## src/rtl/icache_dm.sv

```systemverilog
// Direct-mapped instruction cache with a one-outstanding-request handshake.
// A hit answers one cycle after accept. A miss fetches the whole line, one word per beat,
// and answers one cycle after the last beat. flush_i invalidates every line.
module icache_dm #(
    parameter int unsigned XLEN       = 64,
    parameter int unsigned SETS       = 16,
    parameter int unsigned LINE_WORDS = 4
) (
    input  logic            clk,
    input  logic            rst,
    input  logic            req_valid_i,
    output logic            req_ready_o,
    input  logic [XLEN-1:0] req_addr_i,
    output logic            rsp_valid_o,
    output logic [31:0]     rsp_instr_o,
    output logic            rsp_err_o,
    input  logic            flush_i,
    output logic            mem_req_valid_o,
    input  logic            mem_req_ready_i,
    output logic [XLEN-1:0] mem_req_addr_o,
    input  logic            mem_rsp_valid_i,
    input  logic [31:0]     mem_rsp_data_i,
    output logic [31:0]     miss_cnt_o
);

    localparam int unsigned OB   = $clog2(LINE_WORDS);
    localparam int unsigned IB   = $clog2(SETS);
    localparam int unsigned TLSB = OB + IB + 2;
    localparam int unsigned TW   = XLEN - TLSB;

    typedef enum logic [2:0] {StIdle, StLookup, StMemReq, StRefill, StRespond} state_e;

    state_e          state_q, state_d;
    logic [XLEN-1:0] addr_q, addr_d;
    logic [OB-1:0]   cnt_q, cnt_d;
    logic [SETS-1:0] valid_q, valid_d;
    logic            flush_seen_q, flush_seen_d;
    logic [31:0]     miss_cnt_q, miss_cnt_d;

    // Line store is plain flops without reset; valid_q alone qualifies its contents.
    logic [TW-1:0]   tag_q  [SETS];
    logic [31:0]     data_q [SETS][LINE_WORDS];
    logic            data_we, tag_we;

    logic [OB-1:0]   word;
    logic [IB-1:0]   idx;
    logic [TW-1:0]   tag;
    logic            misaligned, hit, last_beat, accept;

    assign word       = addr_q[OB+1:2];
    assign idx        = addr_q[TLSB-1:OB+2];
    assign tag        = addr_q[XLEN-1:TLSB];
    assign misaligned = addr_q[1:0] != 2'b00;
    assign hit        = valid_q[idx] && (tag_q[idx] == tag);
    assign last_beat  = cnt_q == OB'(LINE_WORDS - 1);
    assign accept     = req_valid_i && req_ready_o;
    assign miss_cnt_o = miss_cnt_q;

    // Output decode from the current state and the stored line contents.
    always_comb begin
        req_ready_o     = 1'b0;
        rsp_valid_o     = 1'b0;
        rsp_err_o       = 1'b0;
        rsp_instr_o     = '0;
        mem_req_valid_o = 1'b0;
        mem_req_addr_o  = '0;
        unique case (state_q)
            StIdle: req_ready_o = 1'b1;
            StLookup: begin
                if (misaligned) begin
                    rsp_valid_o = 1'b1;
                    rsp_err_o   = 1'b1;
                    req_ready_o = 1'b1;
                end else if (hit) begin
                    rsp_valid_o = 1'b1;
                    rsp_instr_o = data_q[idx][word];
                    req_ready_o = 1'b1;
                end
            end
            StMemReq: begin
                mem_req_valid_o = 1'b1;
                mem_req_addr_o  = {addr_q[XLEN-1:OB+2], {(OB + 2){1'b0}}};
            end
            StRespond: begin
                rsp_valid_o = 1'b1;
                rsp_instr_o = data_q[idx][word];
            end
            default: ;
        endcase
    end

    // Next-state logic for the controller, valid bits and refill counter.
    always_comb begin
        state_d      = state_q;
        addr_d       = addr_q;
        cnt_d        = cnt_q;
        valid_d      = valid_q;
        flush_seen_d = flush_seen_q;
        miss_cnt_d   = miss_cnt_q;
        data_we      = 1'b0;
        tag_we       = 1'b0;
        if (flush_i) begin
            valid_d = '0;
        end
        unique case (state_q)
            StIdle: begin
                if (accept) begin
                    addr_d  = req_addr_i;
                    state_d = StLookup;
                end
            end
            StLookup: begin
                if (misaligned || hit) begin
                    if (accept) begin
                        addr_d  = req_addr_i;
                        state_d = StLookup;
                    end else begin
                        state_d = StIdle;
                    end
                end else begin
                    flush_seen_d = 1'b0;
                    state_d      = StMemReq;
                end
            end
            StMemReq: begin
                if (flush_i) begin
                    flush_seen_d = 1'b1;
                end
                if (mem_req_ready_i) begin
                    cnt_d   = '0;
                    state_d = StRefill;
                end
            end
            StRefill: begin
                if (flush_i) begin
                    flush_seen_d = 1'b1;
                end
                if (mem_rsp_valid_i) begin
                    data_we = 1'b1;
                    cnt_d   = cnt_q + 1'b1;
                    if (last_beat) begin
                        tag_we       = 1'b1;
                        // A flush that overlapped the refill leaves the new line invalid.
                        valid_d[idx] = !(flush_seen_q || flush_i);
                        miss_cnt_d   = miss_cnt_q + 32'd1;
                        state_d      = StRespond;
                    end
                end
            end
            StRespond: state_d = StIdle;
            default:   state_d = StIdle;
        endcase
    end

    // Controller state with asynchronous active-low reset.
    always_ff @(posedge clk or negedge rst) begin
        if (!rst) begin
            state_q      <= StIdle;
            addr_q       <= '0;
            cnt_q        <= '0;
            valid_q      <= '0;
            flush_seen_q <= 1'b0;
            miss_cnt_q   <= '0;
        end else begin
            state_q      <= state_d;
            addr_q       <= addr_d;
            cnt_q        <= cnt_d;
            valid_q      <= valid_d;
            flush_seen_q <= flush_seen_d;
            miss_cnt_q   <= miss_cnt_d;
        end
    end

    // Line data and tag writes during refill.
    always_ff @(posedge clk) begin
        if (data_we) begin
            data_q[idx][cnt_q] <= mem_rsp_data_i;
        end
        if (tag_we) begin
            tag_q[idx] <= tag;
        end
    end

endmodule

```

## config.mk

```make
export PLATFORM = sky130hd
export DESIGN_NAME = icache_dm
export DESIGN_NICKNAME = d
export VERILOG_FILES = /design/src/rtl/icache_dm.sv
export SDC_FILE = /design/constraint.sdc
export NUM_CORES = 2
export LEC_CHECK = 0
export BUFFER_PORTS_ARGS = -buffer_cell sky130_fd_sc_hd__clkbuf_2
export CORE_ASPECT_RATIO = 1.1
export CORE_MARGIN = 1
export CORE_UTILIZATION = 45
export CTS_BUF_LIST = sky130_fd_sc_hd__clkbuf_16
export DETAILED_ROUTE_END_ITERATION = 7
export GPL_TIMING_DRIVEN = 0
export PLACE_DENSITY_LB_ADDON = 0.05
export SYNTH_ARGS = -nofsm -noshare
export SYNTH_HDL_FRONTEND = slang
export SYNTH_SLANG_ARGS = --single-unit
```

## constraint.sdc

```tcl
create_clock -name clk -period 15.35 [get_ports clk]
set_input_delay 2.3025 -clock clk [delete_from_list [all_inputs] [get_ports clk]]
set_output_delay 2.3025 -clock clk [all_outputs]
set_load 0.03 [all_outputs]
```

After elaboration in Yosys (flattened, before gate mapping):

Memory sizes are Yosys's and may differ from the RTL's.
Cells that the tools add are included.

* bits in registers: 118
* RAM bits: 2944
* input bits: 102
* logic and storage cells: 98
* memories: 2

Memories
* data_q: words 16, bits a word 128, read ports 1, clocked after Yosys merged registers in 0, write ports 1, line 42 `logic [31:0] data_q [SETS][LINE_WORDS];`
* tag_q: words 16, bits a word 56, read ports 1, clocked after Yosys merged registers in 0, write ports 1, line 41 `logic [TW-1:0] tag_q [SETS];`

* add/sub/neg operators: 2
* order comparisons: 5
* equality and inequality tests: 13
* multiplexer cells: 50
* bitwise operators: 2
* reduce and logical (&&, ||, !) cells: 18

Operator list (number)
* two-way mux 64 bit: 3
* two-way mux 32 bit: 5
* two-way mux 128 bit: 1
* case mux 64 bit (2 select lines): 1
* binary-select mux 32 bit (select 2 bit): 1
* demux 32 bit (select 2 bit): 1
* two-way mux 16 bit: 4
* case mux 32 bit (2 select lines): 1
* == test 56 bit: 1
* adder 32 x 1 -> 32 bit, second input constant: 1
* two-way mux 1 bit: 18
* bitwise mux 16 bit: 1
* two-way mux 3 bit: 5
* inequality test 2 bit, second input constant: 6
* case mux 3 bit (4 select lines): 1
* AND reduction 3 bit: 3
* nonzero test 2 bit: 4
* == test 3 x 2 -> 1 bit, second input constant: 2
* >= comparator 3 bit, second input constant: 2
* NOT 2 -> 3 bit: 2
* case mux 1 bit (2 select lines): 3
* < comparator 4 x 5 -> 1 bit, second input constant: 1
* binary-select mux 1 bit (select 4 bit): 1
* demux 1 bit (select 4 bit): 1
* 16 further kinds: 21

Depth between registers and ports, before layout:

* depth in word-level cells: 10
* depth in mapped cells: 18
* gate-level depth less buffers: 11

Least setup slack after synthesis:

OpenSTA, ideal clock, no wires.

* path kind: register to output
* start: register addr_q[5]
* end: output port rsp_instr_o[0]
* arrival time: 4.024 ns
* path slack: 9.023 ns
* stages on the path, launching flop included: 13
* path buffers: 3
* cell sequence: dfrtp_1 > buf_2 > buf_1 > clkbuf_1 > mux4_2 > a221oi_2 > xor2_1 > nand2_1 > or4b_1 > nor4_1 > nand4_1 > o41a_4 > nor3b_1

* cells in the longest elaborated chain, start to end: 7

Ends and longest elaborated chain
* start: declaration: line 34 `logic [XLEN-1:0] addr_q, addr_d;`
* start signal: assignment: line 166 `addr_q <= addr_d;`
* memory (16 x 128 bit)
* binary-select mux 32 bit (select 2 bit): line 76, 86
* two-way mux 32 bit (implied by the code) (2 in series): line 76, 86
* two-way mux 32 bit: line 74 `end else if (hit) begin`
* two-way mux 32 bit: line 70 `if (misaligned) begin`
* case mux 32 bit (2 select lines) (*): line 67 `unique case (state_q)`
* end: declaration: line 15 `output logic [31:0] rsp_instr_o,`

Mark *: on every way between the ends. The rest lies on a longest branch, timed or not. The select of a mux whose other input is x is not followed.

Final worst setup path:

Same ends and word-level chain as after synthesis.

==> metrics.md <==
| Metric | Value |
|---|---|
| HP Class | reg -> reg |
| Num CTS Buffers | 329 |
| Sw Share | 0.347 |
| CP arrival | 8580 ps |
| Initial antenna violation count | 39 |
| Synth Warn # | 0 |
| Via count | 59600 |
| Total gr overflow | 0 |
| Post-detailed-route wirelength per cell | 38.9 um |
| Tot Pwr | 26.9 mW |
| Clk Latency, worst-skew pair | 890 ps |
| Clock Skew | 49.6 ps |
| DP Worst Slack | 5360 ps |
| Max Slew Vio Count | 1 |
| Fillers | 20600 |
| Crit-path slowest cell | buf_1 |
| IO Port Bufs | 228 |
| Buffer and inverter count on the worst path | 7 |
| Fin crit share | 0.709 |
| Die ar. | 268000 um^2 |
| Width of the die | 493 um |
| Vias per inst | 6.11 |
| Internal power | 17.6 mW |
| Cell taking the most area after synthesis | edfxtp_1 |
| CP startpoint kind | flip-flop |
| Ys async rst share | 0.0385 |
| Worst Path Class, Setup | reg -> out |
| Mapped Area | 120000 um^2 |
| First DRT Iteration DRCs | 6760 |
| Final setup vio count | 0 |
| Core area | 264000 um^2 |
| Status | finished, violations left |
| Initial DRT Pass Iterations | 6 |
| Initial Utilization | 0.452 |
| Setup bufs post-CTS | 0 |
| FP Rows | 198 |
| Non-Filler Instances | 9743 |
| Nets@finish | 6046 |
| Largest net degree at the start of global routing | 85 |
| Ports | 234 |
| CTS tree | done |
| # DRC | 0 |
| Crit-path leading delay family | buffers and inverters |
| Comb pwr share | 0.327 |
| Final wirelength | 379000 um |
| Final hold vios | 0 |
| CTS max path bufs | 4 |
| CTS resizes | 0 |
| GR Util All Layers | 0.284 |
| TNS Setup | 0 ps |
| Worst vdd ir | 102 uV |
| Most frequent cells in the layout | edfxtp_1, mux4_2, clkbuf_16 |
| Worst-path clk slew | 60 ps |
| Die Ht | 543 um |
| Slew HR | -0.00146 |
| Unique masters post-synth | 84 |
| H-tree depth | 5 |
| Slew @ Worst Pin | 1500 ps |
| Synth Flop Type | edfxtp_1 |
| Mapped Cells | 5241 |
| Commonest non-fill, non-tap cell in the layout | edfxtp_1 |
| Req. time, crit path | 13050 ps |
| Fmax | 91.9 MHz |
| Share of cells above drive strength 1 | 0.319 |
| Syn Area/Cell | 22.8 um^2 |
| First-pass GRT wire length | 514000 um |
| Final setup margin | 4470 ps |
| Area Growth Syn to Fin | 16.3% |
| Clock share of power | 0.286 |
| Leakage | 44.8 nW |
| Dpl cells | 9099 |
| HPWL after DPL | 254000 um |
| GPL Wtd Cong | 0.943 |
| CP cell instances | buf_2, buf_2, buf_1, clkbuf_1, clkbuf_1, clkbuf_1, mux4_2, mux4_2, mux4_2, nor3b_1, clkbuf_2 |
| Violated checks | max-capacitance violations, max-slew violations |
| Post-synth EDFFs | 2944 |
| Reg power frac | 0.387 |
| Unrepaired setup endpoints after global routing | no |
| CTS Hold Buffers Added | 0 |
| Synth area leaders | edfxtp_1, mux4_2, dfrtp_1, mux2i_1, mux2_4 |
| Largest fanout on the critical path | 11 |
| FF+latch count, synth | 3062 |
| Via count of the first global-routing pass | 60000 |
| Min Tclk post-route | 10880 ps |
| Net Switching | 9.36 mW |
| Final Core Density | 0.526 |
| Antenna viol nets, final | 0 |
| Slowest stage delay, CP | 1070 ps |
| Power Dens Cells | 194 nW/um^2 |
| Clk sinks | 3062 |
| # Max-Cap Violations | 1 |
| Share of the synthesized area in the top cell type | 0.739 |
| Critical Path End Type | output pin |
| Root Buffer | clkbuf_16 |
| Sequential-to-total area share from yosys stat | 0.764 |
## cell families after synthesis
family	Yosys count	share of synthesized area
compound gates	239	0.0150
fa+ha+maj	5	0.000523
buf+inv	324	0.0131
simple gates	472	0.0210
other cells	1	0.0000314
xor+xnor	70	0.00513
mux	1068	0.181
flops	3062	0.764
## cells in the mapped netlist, types with 20 or more instances
| cell | n |
|---|---|
| a211oi_1 | 27 |
| nor3b_2 | 29 |
| and3_1 | 65 |
| o21ai_0 | 25 |
| buf_2 | 20 |
| nand2_1 | 99 |
| a22oi_1 | 33 |
| mux2_2 | 48 |
| o22ai_1 | 26 |
| xnor2_1 | 40 |
| buf_1 | 64 |
| mux4_2 | 848 |
| edfxtp_1 | 2944 |
| nor2_1 | 142 |
| clkbuf_1 | 153 |
| buf_6 | 33 |
| xor2_1 | 30 |
| dfrtp_1 | 118 |
| mux2_4 | 59 |
| inv_1 | 36 |
| mux2i_1 | 113 |
| nand3_1 | 32 |
## layout make-up
| type | instances | area (um^2) | area share |
|---|---|---|---|
| antenna | 46 | 115 | 0.000827 |
| buffer | 286 | 1440 | 0.0104 |
| clock buffer | 336 | 8410 | 0.0604 |
| clock inverter | 253 | 1900 | 0.0136 |
| inverter | 38 | 143 | 0.00103 |
| multi-input combinational | 1858 | 27300 | 0.196 |
| sequential | 3062 | 91400 | 0.657 |
| tap | 3500 | 4380 | 0.0315 |
| timing repair buffer | 364 | 4110 | 0.0295 |
## registers in the layout, summed over array words and instances, names as in the netlist
register      count
data_q         2048
tag_q           896
addr_q           64
miss_cnt_o       32
valid_q          16
state_q           3
cnt_q             2
flush_seen_q      1
## per-stage QoR
stage	instance area (um^2)	hold slack [ps]
global placement	125000	459
finish	139000	472
global route	139000	481
CTS	139000	478
floorplan	120000	491
detailed placement	129000	465
## per-layer routing
layer,share of wire,global-route usage
met5,0.00033,0
met4,0.037,0.0993
met1,0.38,0.365
met3,0.063,0.0431
met2,0.51,0.490
## power by group through the flow
stage	Clock [mW]	Combinational, mW	Sequential (mW)
2_1_floorplan	0	4.99	10.2
3_3_place_gp	0	8.75	10.6
3_5_place_dp	0	8.88	10.6
4_1_cts	7.82	8.90	10.4
5_1_grt	8.11	9.05	10.5
6_report	7.71	8.82	10.4
## worst paths after layout
check,start,end,slack (ps),depth (start not counted)
max reg2reg,addr_q[5],tag_q[7][43],7420,9
max in group asynchronous,rst,addr_q[3],13080,2
min in group asynchronous,rst,addr_q[20],1360,1
max,addr_q[5],rsp_instr_o[0],4470,11
min reg2reg,miss_cnt_o[31],miss_cnt_o[31],470,1
min,miss_cnt_o[31],miss_cnt_o[31],470,1
Power figures use the tool's default switching activity.
